--- src/rtl/md_pkg.sv ---
// Shared constants and encodings for the multiply/divide unit.
package md_pkg;

  localparam int WIDTH    = 32;
  localparam int ITER_DEF = 32;

  typedef enum logic [1:0] {
    OP_MULTU = 2'b00,
    OP_MULT  = 2'b01,
    OP_DIVU  = 2'b10,
    OP_DIV   = 2'b11
  } op_t;

  typedef enum logic [1:0] {
    ST_IDLE = 2'b00,
    ST_CALC = 2'b01,
    ST_FIX  = 2'b10,
    ST_DONE = 2'b11
  } state_t;

  localparam logic [WIDTH-1:0] ONE_W = {{(WIDTH-1){1'b0}}, 1'b1};

  // Magnitude of a value; only negates when the operation is signed.
  function automatic logic [WIDTH-1:0] abs_val(input logic [WIDTH-1:0] v, input logic sgn);
    return (sgn && v[WIDTH-1]) ? (~v + ONE_W) : v;
  endfunction

endpackage

--- src/rtl/md_if.sv ---
// Request/result bundle between a requester and md_unit.
interface md_if;
  import md_pkg::*;

  logic             start;
  logic [1:0]       op;
  logic [WIDTH-1:0] x;
  logic [WIDTH-1:0] y;
  logic             mthi;
  logic             mtlo;
  logic [WIDTH-1:0] wdata;
  logic             busy;
  logic             done;
  logic             div0;
  logic [WIDTH-1:0] hi;
  logic [WIDTH-1:0] lo;

  modport master (output start, op, x, y, mthi, mtlo, wdata,
                  input  busy, done, div0, hi, lo);
  modport slave  (input  start, op, x, y, mthi, mtlo, wdata,
                  output busy, done, div0, hi, lo);

endinterface

--- src/rtl/md_unit.sv ---
// Iterative 32-bit multiply/divide unit with hi/lo result registers.
// state | meaning: IDLE wait for start / accept mthi,mtlo; CALC one bit per edge;
// FIX apply signs and write hi/lo; DONE one-cycle result pulse.
module md_unit
  import md_pkg::*;
#(
  parameter int ITER = ITER_DEF
) (
  input  logic clk,
  input  logic rst_n,
  md_if.slave  bus
);

  localparam int CW = $clog2(ITER + 1);
  localparam logic [2*WIDTH-1:0] ONE_D = {{(2*WIDTH-1){1'b0}}, 1'b1};

  state_t             state;
  logic [CW-1:0]      cnt;
  logic [2*WIDTH-1:0] acc;
  logic [WIDTH-1:0]   opnd;
  logic               is_div;
  logic               neg_q;
  logic               neg_r;
  logic               busy_r;
  logic               done_r;
  logic               div0_r;
  logic [WIDTH-1:0]   hi_r;
  logic [WIDTH-1:0]   lo_r;

  logic               sgn_in;
  logic [WIDTH-1:0]   ax;
  logic [WIDTH-1:0]   ay;
  logic [WIDTH:0]     add_a;
  logic [WIDTH:0]     add_b;
  logic               add_cin;
  logic [WIDTH+1:0]   add_res;
  logic [2*WIDTH-1:0] calc_next;

  always_comb begin
    sgn_in = bus.op[0];
    ax     = abs_val(bus.x, sgn_in);
    ay     = abs_val(bus.y, sgn_in);
  end

  // One 33-bit adder: add for multiply, subtract (via carry-in) for divide.
  always_comb begin
    add_a   = is_div ? acc[2*WIDTH-1:WIDTH-1] : {1'b0, acc[2*WIDTH-1:WIDTH]};
    add_b   = is_div ? ~{1'b0, opnd} : (acc[0] ? {1'b0, opnd} : '0);
    add_cin = is_div;
    add_res = {1'b0, add_a} + {1'b0, add_b} + {{(WIDTH+1){1'b0}}, add_cin};
    if (is_div) begin
      // Carry out set means the trial subtraction did not borrow.
      if (add_res[WIDTH+1])
        calc_next = {add_res[WIDTH-1:0], acc[WIDTH-2:0], 1'b1};
      else
        calc_next = {acc[2*WIDTH-2:0], 1'b0};
    end else begin
      calc_next = {add_res[WIDTH:0], acc[WIDTH-1:1]};
    end
  end

  always_ff @(posedge clk or negedge rst_n) begin
    if (!rst_n) begin
      state  <= ST_IDLE;
      cnt    <= '0;
      acc    <= '0;
      opnd   <= '0;
      is_div <= 1'b0;
      neg_q  <= 1'b0;
      neg_r  <= 1'b0;
      busy_r <= 1'b0;
      done_r <= 1'b0;
      div0_r <= 1'b0;
      hi_r   <= '0;
      lo_r   <= '0;
    end else begin
      done_r <= 1'b0;
      div0_r <= 1'b0;
      case (state)
        ST_IDLE: begin
          if (bus.start) begin
            if (bus.op[1] && (bus.y == '0)) begin
              state  <= ST_DONE;
              done_r <= 1'b1;
              div0_r <= 1'b1;
            end else begin
              state  <= ST_CALC;
              busy_r <= 1'b1;
              cnt    <= '0;
              acc    <= {{WIDTH{1'b0}}, ax};
              opnd   <= ay;
              is_div <= bus.op[1];
              neg_q  <= sgn_in & (bus.x[WIDTH-1] ^ bus.y[WIDTH-1]);
              neg_r  <= sgn_in & bus.op[1] & bus.x[WIDTH-1];
            end
          end else begin
            if (bus.mthi) hi_r <= bus.wdata;
            if (bus.mtlo) lo_r <= bus.wdata;
          end
        end
        ST_CALC: begin
          acc <= calc_next;
          cnt <= cnt + CW'(1);
          if (cnt == CW'(ITER - 1)) state <= ST_FIX;
        end
        ST_FIX: begin
          if (is_div) begin
            lo_r <= neg_q ? (~acc[WIDTH-1:0] + ONE_W) : acc[WIDTH-1:0];
            hi_r <= neg_r ? (~acc[2*WIDTH-1:WIDTH] + ONE_W) : acc[2*WIDTH-1:WIDTH];
          end else begin
            {hi_r, lo_r} <= neg_q ? (~acc + ONE_D) : acc;
          end
          busy_r <= 1'b0;
          done_r <= 1'b1;
          state  <= ST_DONE;
        end
        ST_DONE: begin
          if (bus.mthi) hi_r <= bus.wdata;
          if (bus.mtlo) lo_r <= bus.wdata;
          state <= ST_IDLE;
        end
        default: state <= ST_IDLE;
      endcase
    end
  end

  assign bus.busy = busy_r;
  assign bus.done = done_r;
  assign bus.div0 = div0_r;
  assign bus.hi   = hi_r;
  assign bus.lo   = lo_r;

endmodule

--- src/flat_wrapper.sv ---
// flat-port wrapper written by rule: the top's interface ports become plain ports
module md_unit_flat import md_pkg::*;
#(
  parameter int ITER = ITER_DEF
)
  (clk, rst_n, bus_start, bus_op, bus_x, bus_y, bus_mthi, bus_mtlo, bus_wdata, bus_busy, bus_done, bus_div0, bus_hi, bus_lo);
  md_if bus_i ();
  input  logic clk;
  input  logic rst_n;
  input wire logic [$bits(bus_i.start)-1:0] bus_start;
  input wire logic [$bits(bus_i.op)-1:0] bus_op;
  input wire logic [$bits(bus_i.x)-1:0] bus_x;
  input wire logic [$bits(bus_i.y)-1:0] bus_y;
  input wire logic [$bits(bus_i.mthi)-1:0] bus_mthi;
  input wire logic [$bits(bus_i.mtlo)-1:0] bus_mtlo;
  input wire logic [$bits(bus_i.wdata)-1:0] bus_wdata;
  output wire logic [$bits(bus_i.busy)-1:0] bus_busy;
  output wire logic [$bits(bus_i.done)-1:0] bus_done;
  output wire logic [$bits(bus_i.div0)-1:0] bus_div0;
  output wire logic [$bits(bus_i.hi)-1:0] bus_hi;
  output wire logic [$bits(bus_i.lo)-1:0] bus_lo;
  assign bus_i.start = bus_start;
  assign bus_i.op = bus_op;
  assign bus_i.x = bus_x;
  assign bus_i.y = bus_y;
  assign bus_i.mthi = bus_mthi;
  assign bus_i.mtlo = bus_mtlo;
  assign bus_i.wdata = bus_wdata;
  assign bus_busy = bus_i.busy;
  assign bus_done = bus_i.done;
  assign bus_div0 = bus_i.div0;
  assign bus_hi = bus_i.hi;
  assign bus_lo = bus_i.lo;
  md_unit #(.ITER(ITER)) u_core (.clk(clk), .rst_n(rst_n), .bus(bus_i));
endmodule
--- config.mk ---
export PLATFORM = sky130hd
export DESIGN_NAME = md_unit_flat
export DESIGN_NICKNAME = d
export VERILOG_FILES = /design/src/rtl/md_pkg.sv /design/src/rtl/md_if.sv /design/src/rtl/md_unit.sv /design/src/flat_wrapper.sv
export SDC_FILE = /design/constraint.sdc
export NUM_CORES = 1
export LEC_CHECK = 0
export ABC_AREA = 1
export BUFFER_PORTS_ARGS = -buffer_cell sky130_fd_sc_hd__clkbuf_2
export CAP_MARGIN = 25
export CELL_PAD_IN_SITES_DETAIL_PLACEMENT = 0
export CELL_PAD_IN_SITES_GLOBAL_PLACEMENT = 1
export CORE_UTILIZATION = 30
export CTS_CLUSTER_SIZE = 14
export DETAILED_ROUTE_END_ITERATION = 8
export HOLD_SLACK_MARGIN = 0.08
export PLACE_DENSITY = 0.67
export RECOVER_POWER = 100
export SYNTH_ARGS = -nofsm -noshare
export SYNTH_HDL_FRONTEND = slang
export SYNTH_SLANG_ARGS = --single-unit
--- constraint.sdc ---
create_clock -name clk -period 3.9 [get_ports clk]
set_input_delay 0.585 -clock clk [delete_from_list [all_inputs] [get_ports clk]]
set_output_delay 0.585 -clock clk [all_outputs]
set_load 0.01 [all_outputs]
==> results of run 1 <==
-- logic make-up after synthesis --
kind of cell    synth area share
fa+ha+maj                 0.0345
buf+inv                   0.0926
flops                      0.278
simple gates               0.390
xor+xnor                  0.0257
compound gates             0.178
mux                     0.000640
-- state kept, by name, summed over array words and instances (netlist names) --
signal	flops
u_core.acc	64
u_core.add_cin	1
u_core.bus.busy	1
u_core.bus.div0	1
u_core.bus.done	1
u_core.bus.hi	32
u_core.bus.lo	32
u_core.cnt	6
u_core.neg_q	1
u_core.neg_r	1
u_core.opnd	32
u_core.state	2
-- synthesized netlist by cell type, types with 5 or more instances --
master	n
ha_1	40
buf_4	7
o211ai_1	11
o21bai_1	7
buf_1	18
dfrtp_1	174
o21ai_0	156
xnor2_1	10
nand2_2	11
nand3b_1	5
nand3_1	237
xor2_1	36
clkbuf_1	48
buf_2	21
buf_6	7
a21oi_1	262
inv_2	5
nor2_1	412
a31oi_1	26
nor3_1	14
nor2_2	15
inv_1	246
o31ai_1	9
o21ai_1	41
nand4_1	29
nand2_1	699
-- through the flow --
step,util,cells,hold slack (ns),setup slack [ns],instance area [um^2]
final,0.342,3417,0.388,0.423,17600
after global routing,0.342,3417,0.399,0.135,17600
after CTS,0.345,3416,0.139,0.510,17700
after detailed placement,0.334,3384,0.484,0.530,17200
after global placement,0.334,3384,0.471,0.506,17200
after floorplan,-,2602,0.289,0.812,15600
-- layout make-up --
class                   instances  area share
multi-input cells            2071       0.558
flip-flops and latches        174       0.248
repair buffers                205      0.0577
inverters                     255      0.0545
well taps                     680      0.0484
clock buffers                  19      0.0246
clock inverters                13     0.00833
-- layer usage --
| layer | track usage | routed length (um) | vias up |
|---|---|---|---|
| met5 | 0 | 0 | - |
| met4 | 0.0867 | 1750 | 0 |
| met3 | 0.0382 | 3680 | 74 |
| met2 | 0.377 | 28000 | 534 |
| met1 | 0.353 | 31800 | 7980 |
| li1 | - | - | 8768 |
-- power groups by stage --
stage               Clock [mW]  Combinational [mW]  Sequential, mW
floorplan                    0                9.42            3.41
global placement             0                13.6            3.62
detailed placement           0                13.6            3.63
CTS                       1.85                13.7            3.59
global route              1.91                15.3            3.74
finish                    1.79                13.6            3.62
-- critical path, cell delays in order, from the launching register on --
cell,delay (ns)
dfrtp_4,0.49
clkinv_2,0.09
buf_12,0.30
nor2_1,0.10
a21oi_1,0.33
ha_1,0.39
a21oi_1,0.25
o21ai_1,0.14
a21oi_2,0.19
nor2_1,0.07
nor2_2,0.27
nand2_8,0.21
clkbuf_2,0.23
nand2_1,0.08
o21ai_1,0.07
nand2_1,0.07
nand2_1,0.05
-- path summary, 6_finish.rpt --
| path | slack, ns | end | from | cells after the start |
|---|---|---|---|---|
| worst max-delay path | 0.42 | u_core.acc[35] | u_core.add_cin | 16 |
| min in group asynchronous | 0.68 | u_core.bus.lo[8] | rst_n | 1 |
| worst max register to register | 0.42 | u_core.acc[35] | u_core.add_cin | 16 |
| worst min-delay path | 0.39 | u_core.bus.div0 | bus_start | 3 |
| max in group asynchronous | 0.89 | u_core.acc[36] | rst_n | 2 |
| worst min register to register | 0.50 | u_core.opnd[21] | u_core.opnd[21] | 2 |
==> results.json, run 1 <==
{
  "status": "complete, but fails checks",
  "failed_checks": "capacitance limit, slew limit",
  "die_height_um": 230,
  "hp-class": "primary input to flop",
  "numCtsBuffers": 17,
  "switching_power_mw": 11.4,
  "multiInputGateArea_um2": 9820,
  "setup_violations": 0,
  "period_minus_slack_ns": 3.48,
  "tightestPinTransition_ns": 2.32,
  "grt_pass1_vias": 16500,
  "cts_buffer_depth": 2,
  "synth-seq-cells": 174,
  "clk_pin_slew_ns": 0.08,
  "drtAntennaViolNets": 0,
  "synth_edf_count": 0,
  "netlist_instances": 2602,
  "ys_types": 55,
  "drc": 0,
  "hold_buffers": 0,
  "overflow": 0,
  "timing.final.crit_share": 0.892,
  "arrival_ns": 3.88,
  "cts_tree": "done",
  "final_nets": 2869,
  "cp_max_fo": 80,
  "power_density_nw_per_um2": 1080,
  "grt_usage": 0.248,
  "yosysSeqAreaShare": 0.278,
  "mostFrequentLayoutCells": "nand2_1 (700), nor2_1 (413), a21oi_1 (262)",
  "via_count": 17400,
  "dr.pass1.iters": 6,
  "timing.slew.headroom": -0.544,
  "fin_setup_tns_ns": 0,
  "netlist_area_um2": 15600,
  "start_kind": "flop",
  "fin_worst_skew_ns": 0.0131,
  "avgSynthCellArea_um2": 6.01,
  "cts_resized": 0,
  "hpwl_um": 52700,
  "layout_commonest_cell": "nand2_1",
  "max_freq_mhz": 288,
  "fill_cells": 5819,
  "p_leak_nw": 8.44,
  "switching_share": 0.597,
  "ios": 170,
  "cts-root-buf": "clkbuf_16",
  "drive_above_1_share": 0.0789,
  "areaGrowthSynthToFinish_pct": 12.3,
  "drt-total-wl_um": 65200,
  "irDropWorstVdd_mv": 0.461,
  "synth_nets": 2747,
  "wire_per_inst_um": 19.1,
  "crit_type": "flop to flop",
  "htreeDepth": 4,
  "cap_violations": 3,
  "yosysTopAreaCellShare": 0.278,
  "yosysWarnings": 0,
  "drt-initial-drc-count": 1295,
  "antenna_found_initial": 0,
  "die_w_um": 230,
  "clock_power_share": 0.094,
  "synthFlopType": "dfrtp_1",
  "slew_violations": 164,
  "antenna_cells": 0,
  "synthArstFlopShare": 1.00,
  "cts.sinks": 174,
  "intPower_mw": 7.67,
  "critPathCaptureType": "flop",
  "rsz0062_at_grt": "no",
  "start_util": 0.304,
  "grt_max_degree": 88,
  "grt_first_pass_wirelength_um": 99500,
  "seq_area_um2": 4360,
  "seq_power_share": 0.190,
  "pwr-share-comb": 0.716,
  "finalWeightedCongestion": 0.963,
  "yosys.area.top_type": "dfrtp_1",
  "critPathRequiredTime_ns": 4.31,
  "io_buffers": 169,
  "rows": 83,
  "worst_skew_pair.late_latency_ns": 0.51,
  "viasPerCell": 5.08,
  "hold_viol_final": 0,
  "core-area_um2": 51400,
  "p_total_mw": 19.0,
  "dieArea_um2": 53100,
  "post_cts_buffers": 0,
  "synth_area_leaders": "dfrtp_1 (28%), nand2_1 (17%), nor2_1 (9.9%), a21oi_1 (8.4%), nand3_1 (7.6%)"
}
(Power assumes the default switching activity.)
==> run 2: changes to the inputs <==
CORE_UTILIZATION = 35   (was 30)
PLACE_DENSITY = 0.75   (was 0.67)
==> run 2 against run 1 <==
Net effect:
- the flow still finishes with violations (capacitance limit, slew limit)
- via count up 0.39%
- utilization up 5.3 points
- clock power down 3%
- critical path depth unchanged
- critical path type unchanged
- first-iteration DRC count up 24%
- final cell count down 2.8%
- largest cell class unchanged
==> results.json, run 2 (synthesis gave the netlist of run 1 again) <==
{
  "status": "complete, but fails checks",
  "failed_checks": "capacitance limit, slew limit",
  "drtAntennaViolNets": 0,
  "critPathRequiredTime_ns": 4.35,
  "hold_viol_final": 0,
  "cts-root-buf": "clkbuf_16",
  "core-area_um2": 44100,
  "fin_setup_tns_ns": 0,
  "fin_worst_skew_ns": 0.0161,
  "cts_resized": 0,
  "drive_above_1_share": 0.0766,
  "final_nets": 2862,
  "timing.slew.headroom": -0.289,
  "grt_max_degree": 68,
  "crit_type": "flop to flop",
  "cap_violations": 4,
  "period_minus_slack_ns": 3.41,
  "power_density_nw_per_um2": 1080,
  "start_util": 0.355,
  "arrival_ns": 3.86,
  "largest_reg_flops": 64,
  "cts_tree": "done",
  "htreeDepth": 4,
  "rsz0062_at_grt": "no",
  "post_cts_buffers": 0,
  "instances_no_fill": 3322,
  "timing.final.crit_share": 0.875,
  "ios": 170,
  "grt_pass1_vias": 15800,
  "grt_usage": 0.276,
  "regMostFlops": "u_core.acc",
  "die_w_um": 213,
  "wire_per_inst_um": 18.8,
  "start_kind": "flop",
  "clk_pin_slew_ns": 0.08,
  "worst_skew_pair.late_latency_ns": 0.51,
  "hp-class": "primary input to flop",
  "p_total_mw": 18.8,
  "rows": 77,
  "dr.pass1.iters": 5,
  "numCtsBuffers": 17,
  "antenna_cells": 0,
  "critPathCaptureType": "flop",
  "holdPathStages": 3,
  "viasPerCell": 5.24,
  "areaGrowthSynthToFinish_pct": 11.3,
  "max_freq_mhz": 293,
  "placedCellCount": 3288,
  "tightestPinTransition_ns": 1.93,
  "hpwl_um": 49900,
  "antenna_found_initial": 0,
  "p_leak_nw": 8.41,
  "irDropWorstVdd_mv": 0.446,
  "cts_buffer_depth": 2,
  "drt-total-wl_um": 62500,
  "slew_violations": 182,
  "pre_cts_slack_ns": 0.552,
  "cp_max_fo": 67,
  "drc": 0,
  "mostFrequentLayoutCells": "nand2_1 (700), nor2_1 (412), a21oi_1 (263)",
  "dieArea_um2": 45600,
  "io_buffers": 169,
  "layout_commonest_cell": "nand2_1",
  "fin_ws_ns": 0.486,
  "finalWeightedCongestion": 1.01,
  "rr_worst_depth": 16,
  "drt-initial-drc-count": 1610,
  "setup_violations": 0,
  "cts.sinks": 174,
  "via_count": 17400,
  "overflow": 0,
  "die_height_um": 213,
  "grt_first_pass_wirelength_um": 94000
}
-- run 2: power by group --
group,switching [mW],internal [mW]
registers,0.914,2.68
logic,9.42,4.01
clock network,0.900,0.838
-- run 2: area by class of cell --
type                    count  area (um^2)
clock buffers              18          429
clock inverters            14          130
fillers                  5023        26700
inverters                 255          961
multi-input cells        2071         9810
flip-flops and latches    174         4360
well taps                 592          741
repair buffers            198          982
-- run 2: what timing repair did --
item | in CTS | in global routing
endpoints found under the hold margin | 49 | 0
hold buffers | 1 | 0
endpoints found under the setup margin | 0 | 0
-- run 2: per-stage QoR --
| stage | util | area, um^2 | hold slack (ns) |
|---|---|---|---|
| after floorplan | - | 15600 | 0.289 |
| after global placement | 0.385 | 17000 | 0.478 |
| after detailed placement | 0.385 | 17000 | 0.485 |
| after CTS | 0.398 | 17600 | 0.358 |
| after global routing | 0.395 | 17400 | 0.370 |
| final | 0.395 | 17400 | 0.388 |
-- run 2: metal layers --
metal,GRT usage,wire [um],vias to the layer above,share of wire
met4,0.115,2210,0,0.035
li1,-,-,8724,-
met1,0.399,29800,7996,0.48
met3,0.0438,3960,86,0.063
met2,0.404,26500,617,0.42
met5,0,0,-,0
-- run 2: path summary, 6_finish.rpt --
check / start / to / slack [ns]
worst max-delay path: u_core.add_cin / u_core.acc[63] / 0.49
worst min-delay path: bus_start / u_core.bus.div0 / 0.39
worst max register to register: u_core.add_cin / u_core.acc[63] / 0.49
worst min register to register: u_core.opnd[21] / u_core.opnd[21] / 0.50
max in group asynchronous: rst_n / u_core.opnd[16] / 1.06
min in group asynchronous: rst_n / u_core.bus.lo[2] / 0.59
-- run 2: worst max-delay path, stage by stage, from the launching register on --
cell and delay (ns):
dfrtp_4 0.51, clkinv_2 0.12, buf_12 0.27, nor2_1 0.14
a21oi_1 0.31, ha_1 0.37, a21oi_1 0.20, o21ai_1 0.11
a21oi_1 0.22, nor2_1 0.08, nor2_2 0.27, nand2_8 0.24
inv_2 0.24, nand2_1 0.07, nand2_1 0.07, nand2_1 0.05
nand2_1 0.06
==> run 3: changes to the inputs <==
clock period = 3.4 ns   (was 3.9 ns; I/O delays follow)
==> run 3 against run 2 <==
Net effect:
- register-to-register slack lost 0.27 ns
- largest power group unchanged
- clock skew fell by 0.0045 ns
- the flow now finishes without violations
- wire length increased by 2.6%
- final cell count grew 0.84%
- worst hold slack lost 0.069 ns
- setup slack worse by 0.27 ns
- clock-buffer cell count increased by 1
- utilization up 0.59 points
- first-iteration DRC count decreased by 7.5%
- cell area up 1.5%
- power is 18% higher
- highest routed layer unchanged
==> results.json, run 3 (synthesis gave the netlist of run 1 again) <==
{
  "hp-class": "primary input to flop",
  "period_minus_slack_ns": 3.18,
  "viasPerCell": 5.31,
  "numCtsBuffers": 17,
  "clk_pin_slew_ns": 0.08,
  "dr.pass1.iters": 7,
  "fin_worst_skew_ns": 0.0116,
  "areaGrowthSynthToFinish_pct": 13.0,
  "pre_cts_slack_ns": 0.156,
  "grt_max_degree": 79,
  "met2_usage": 0.417,
  "die_height_um": 213,
  "io_buffers": 169,
  "cts-root-buf": "clkbuf_16",
  "grt_busiest_layer": "met2",
  "worst-path-buf-inv": 3,
  "fill_cells": 5001,
  "grt_pass1_vias": 16200,
  "grt_usage": 0.281,
  "htreeDepth": 4,
  "cp_max_fo": 39,
  "hpwl_um": 50900,
  "seq_area_um2": 4360,
  "slowest_delay_ns": 0.50,
  "via_count": 17800,
  "drive_above_1_share": 0.0848,
  "setup_violations": 0,
  "drt-initial-drc-count": 1490,
  "seq_power_share": 0.184,
  "cts_tree": "done",
  "slew_violations": 0,
  "hold_viol_final": 0,
  "switching_share": 0.593,
  "cts.sinks": 174,
  "die_w_um": 213,
  "timing.slew.headroom": 0.0277,
  "core-area_um2": 44100,
  "drt-total-wl_um": 64100,
  "start_kind": "flop",
  "p_leak_nw": 8.57,
  "drc": 0,
  "antenna_cells": 0,
  "pwr-share-comb": 0.723,
  "overflow": 0,
  "mostFrequentLayoutCells": "nand2_1 (701), nor2_1 (413), a21oi_1 (263)",
  "intPower_mw": 9.03,
  "power_density_nw_per_um2": 1260,
  "layout_commonest_cell": "nand2_1",
  "worst_skew_pair.late_latency_ns": 0.51,
  "max_freq_mhz": 314,
  "largest_reg_flops": 64,
  "post_dp_cell_area_um2": 17200,
  "cts_buffer_depth": 2,
  "use_met3": 0.0502,
  "regMostFlops": "u_core.acc",
  "grt_first_pass_wirelength_um": 95700,
  "fin_setup_tns_ns": 0,
  "switching_power_mw": 13.2,
  "fin_ws_ns": 0.216,
  "dieArea_um2": 45600,
  "cpMostUsedCell": "nand2_1",
  "start_util": 0.355,
  "multiInputGateArea_um2": 9830,
  "crit_family": "compound AO/OA/AOI/OAI gates",
  "arrival_ns": 3.59,
  "ios": 170,
  "status": "finished clean",
  "critPathRequiredTime_ns": 3.80,
  "drtAntennaViolNets": 0,
  "rsz0062_at_grt": "no",
  "tightestPinTransition_ns": 1.46,
  "wire_per_inst_um": 19.1,
  "irDropWorstVdd_mv": 0.750,
  "critPathCaptureType": "flop",
  "final_design_area_no_fill_um2": 17700,
  "grt_use_met1": 0.397,
  "finalWeightedCongestion": 1.01,
  "cp_slowest_cell": "dfrtp_4",
  "clock_power_share": 0.093,
  "rows": 77,
  "timing.final.crit_share": 0.937,
  "crit_type": "flop to flop",
  "fin_util": 0.401,
  "crit_path_cell_trace": "inv_4, buf_16, nor2_1, a21oi_1, ha_1, a21oi_1, o21ai_1, a21oi_2, nor2_1, nor2_4, nand2_8, clkbuf_4, nand2_1, nand2_1, nand2_1, nand2_1",
  "antenna_found_initial": 0,
  "cap_violations": 0,
  "final_nets": 2890
}
[run 3: per-stage QoR]
| stage | std cells | power, mW | hold slack (ns) |
|---|---|---|---|
| 6_report | 3350 | 22.2 | 0.319 |
| 5_1_grt | 3350 | 24.3 | 0.338 |
| 4_1_cts | 3343 | 22.1 | 0.295 |
| 3_5_place_dp | 3310 | 20.0 | 0.481 |
| 3_3_place_gp | 3310 | 19.9 | 0.468 |
| 2_1_floorplan | 2602 | 14.7 | 0.214 |
[run 3: timing repair]
item	4_1_cts	5_1_grt
endpoints found under the setup margin	0	26
hold endpoints to repair	50	0
hold buffers	1	0
gates resized for setup	0	4
buffers inserted	0	4
[run 3: per-layer routing]
layer,up-vias,share of wire
met5,-,0
met3,88,0.067
met4,0,0.036
li1,8809,-
met2,656,0.43
met1,8232,0.47
[run 3: layout make-up]
class | count | area share
multi-input combinational | 2072 | 0.556
sequential | 174 | 0.247
clock inverter | 13 | 0.00821
clock buffer | 19 | 0.0245
inverter | 255 | 0.0543
tap | 592 | 0.0419
timing repair buffer | 225 | 0.0687
[run 3: final timing paths]
kind / slack, ns / startpoint / depth (start not counted) / end
min: 0.32 / bus_y[29] / 4 / u_core.opnd[29]
max reg2reg: 0.22 / u_core.add_cin / 16 / u_core.acc[59]
min reg2reg: 0.50 / u_core.opnd[21] / 2 / u_core.opnd[21]
min in group asynchronous: 0.87 / rst_n / 2 / u_core.bus.lo[4]
max in group asynchronous: 0.53 / rst_n / 3 / u_core.opnd[0]
max: 0.22 / u_core.add_cin / 16 / u_core.acc[59]
[run 3: worst min-delay path: cells and delay by family]
family / cells / cell delay (ns)
AND/OR/NAND/NOR: 3 / 0.17
buffers and inverters: 1 / 0.12
[run 3: power groups by stage]
stage | sequential (mW) | combinational [mW] | clock, mW
after detailed placement | 4.08 | 15.9 | 0
after global routing | 4.20 | 18.0 | 2.18
after CTS | 4.04 | 16.0 | 2.11
after floorplan | 3.91 | 10.8 | 0
after global placement | 4.05 | 15.9 | 0
final | 4.09 | 16.1 | 2.06
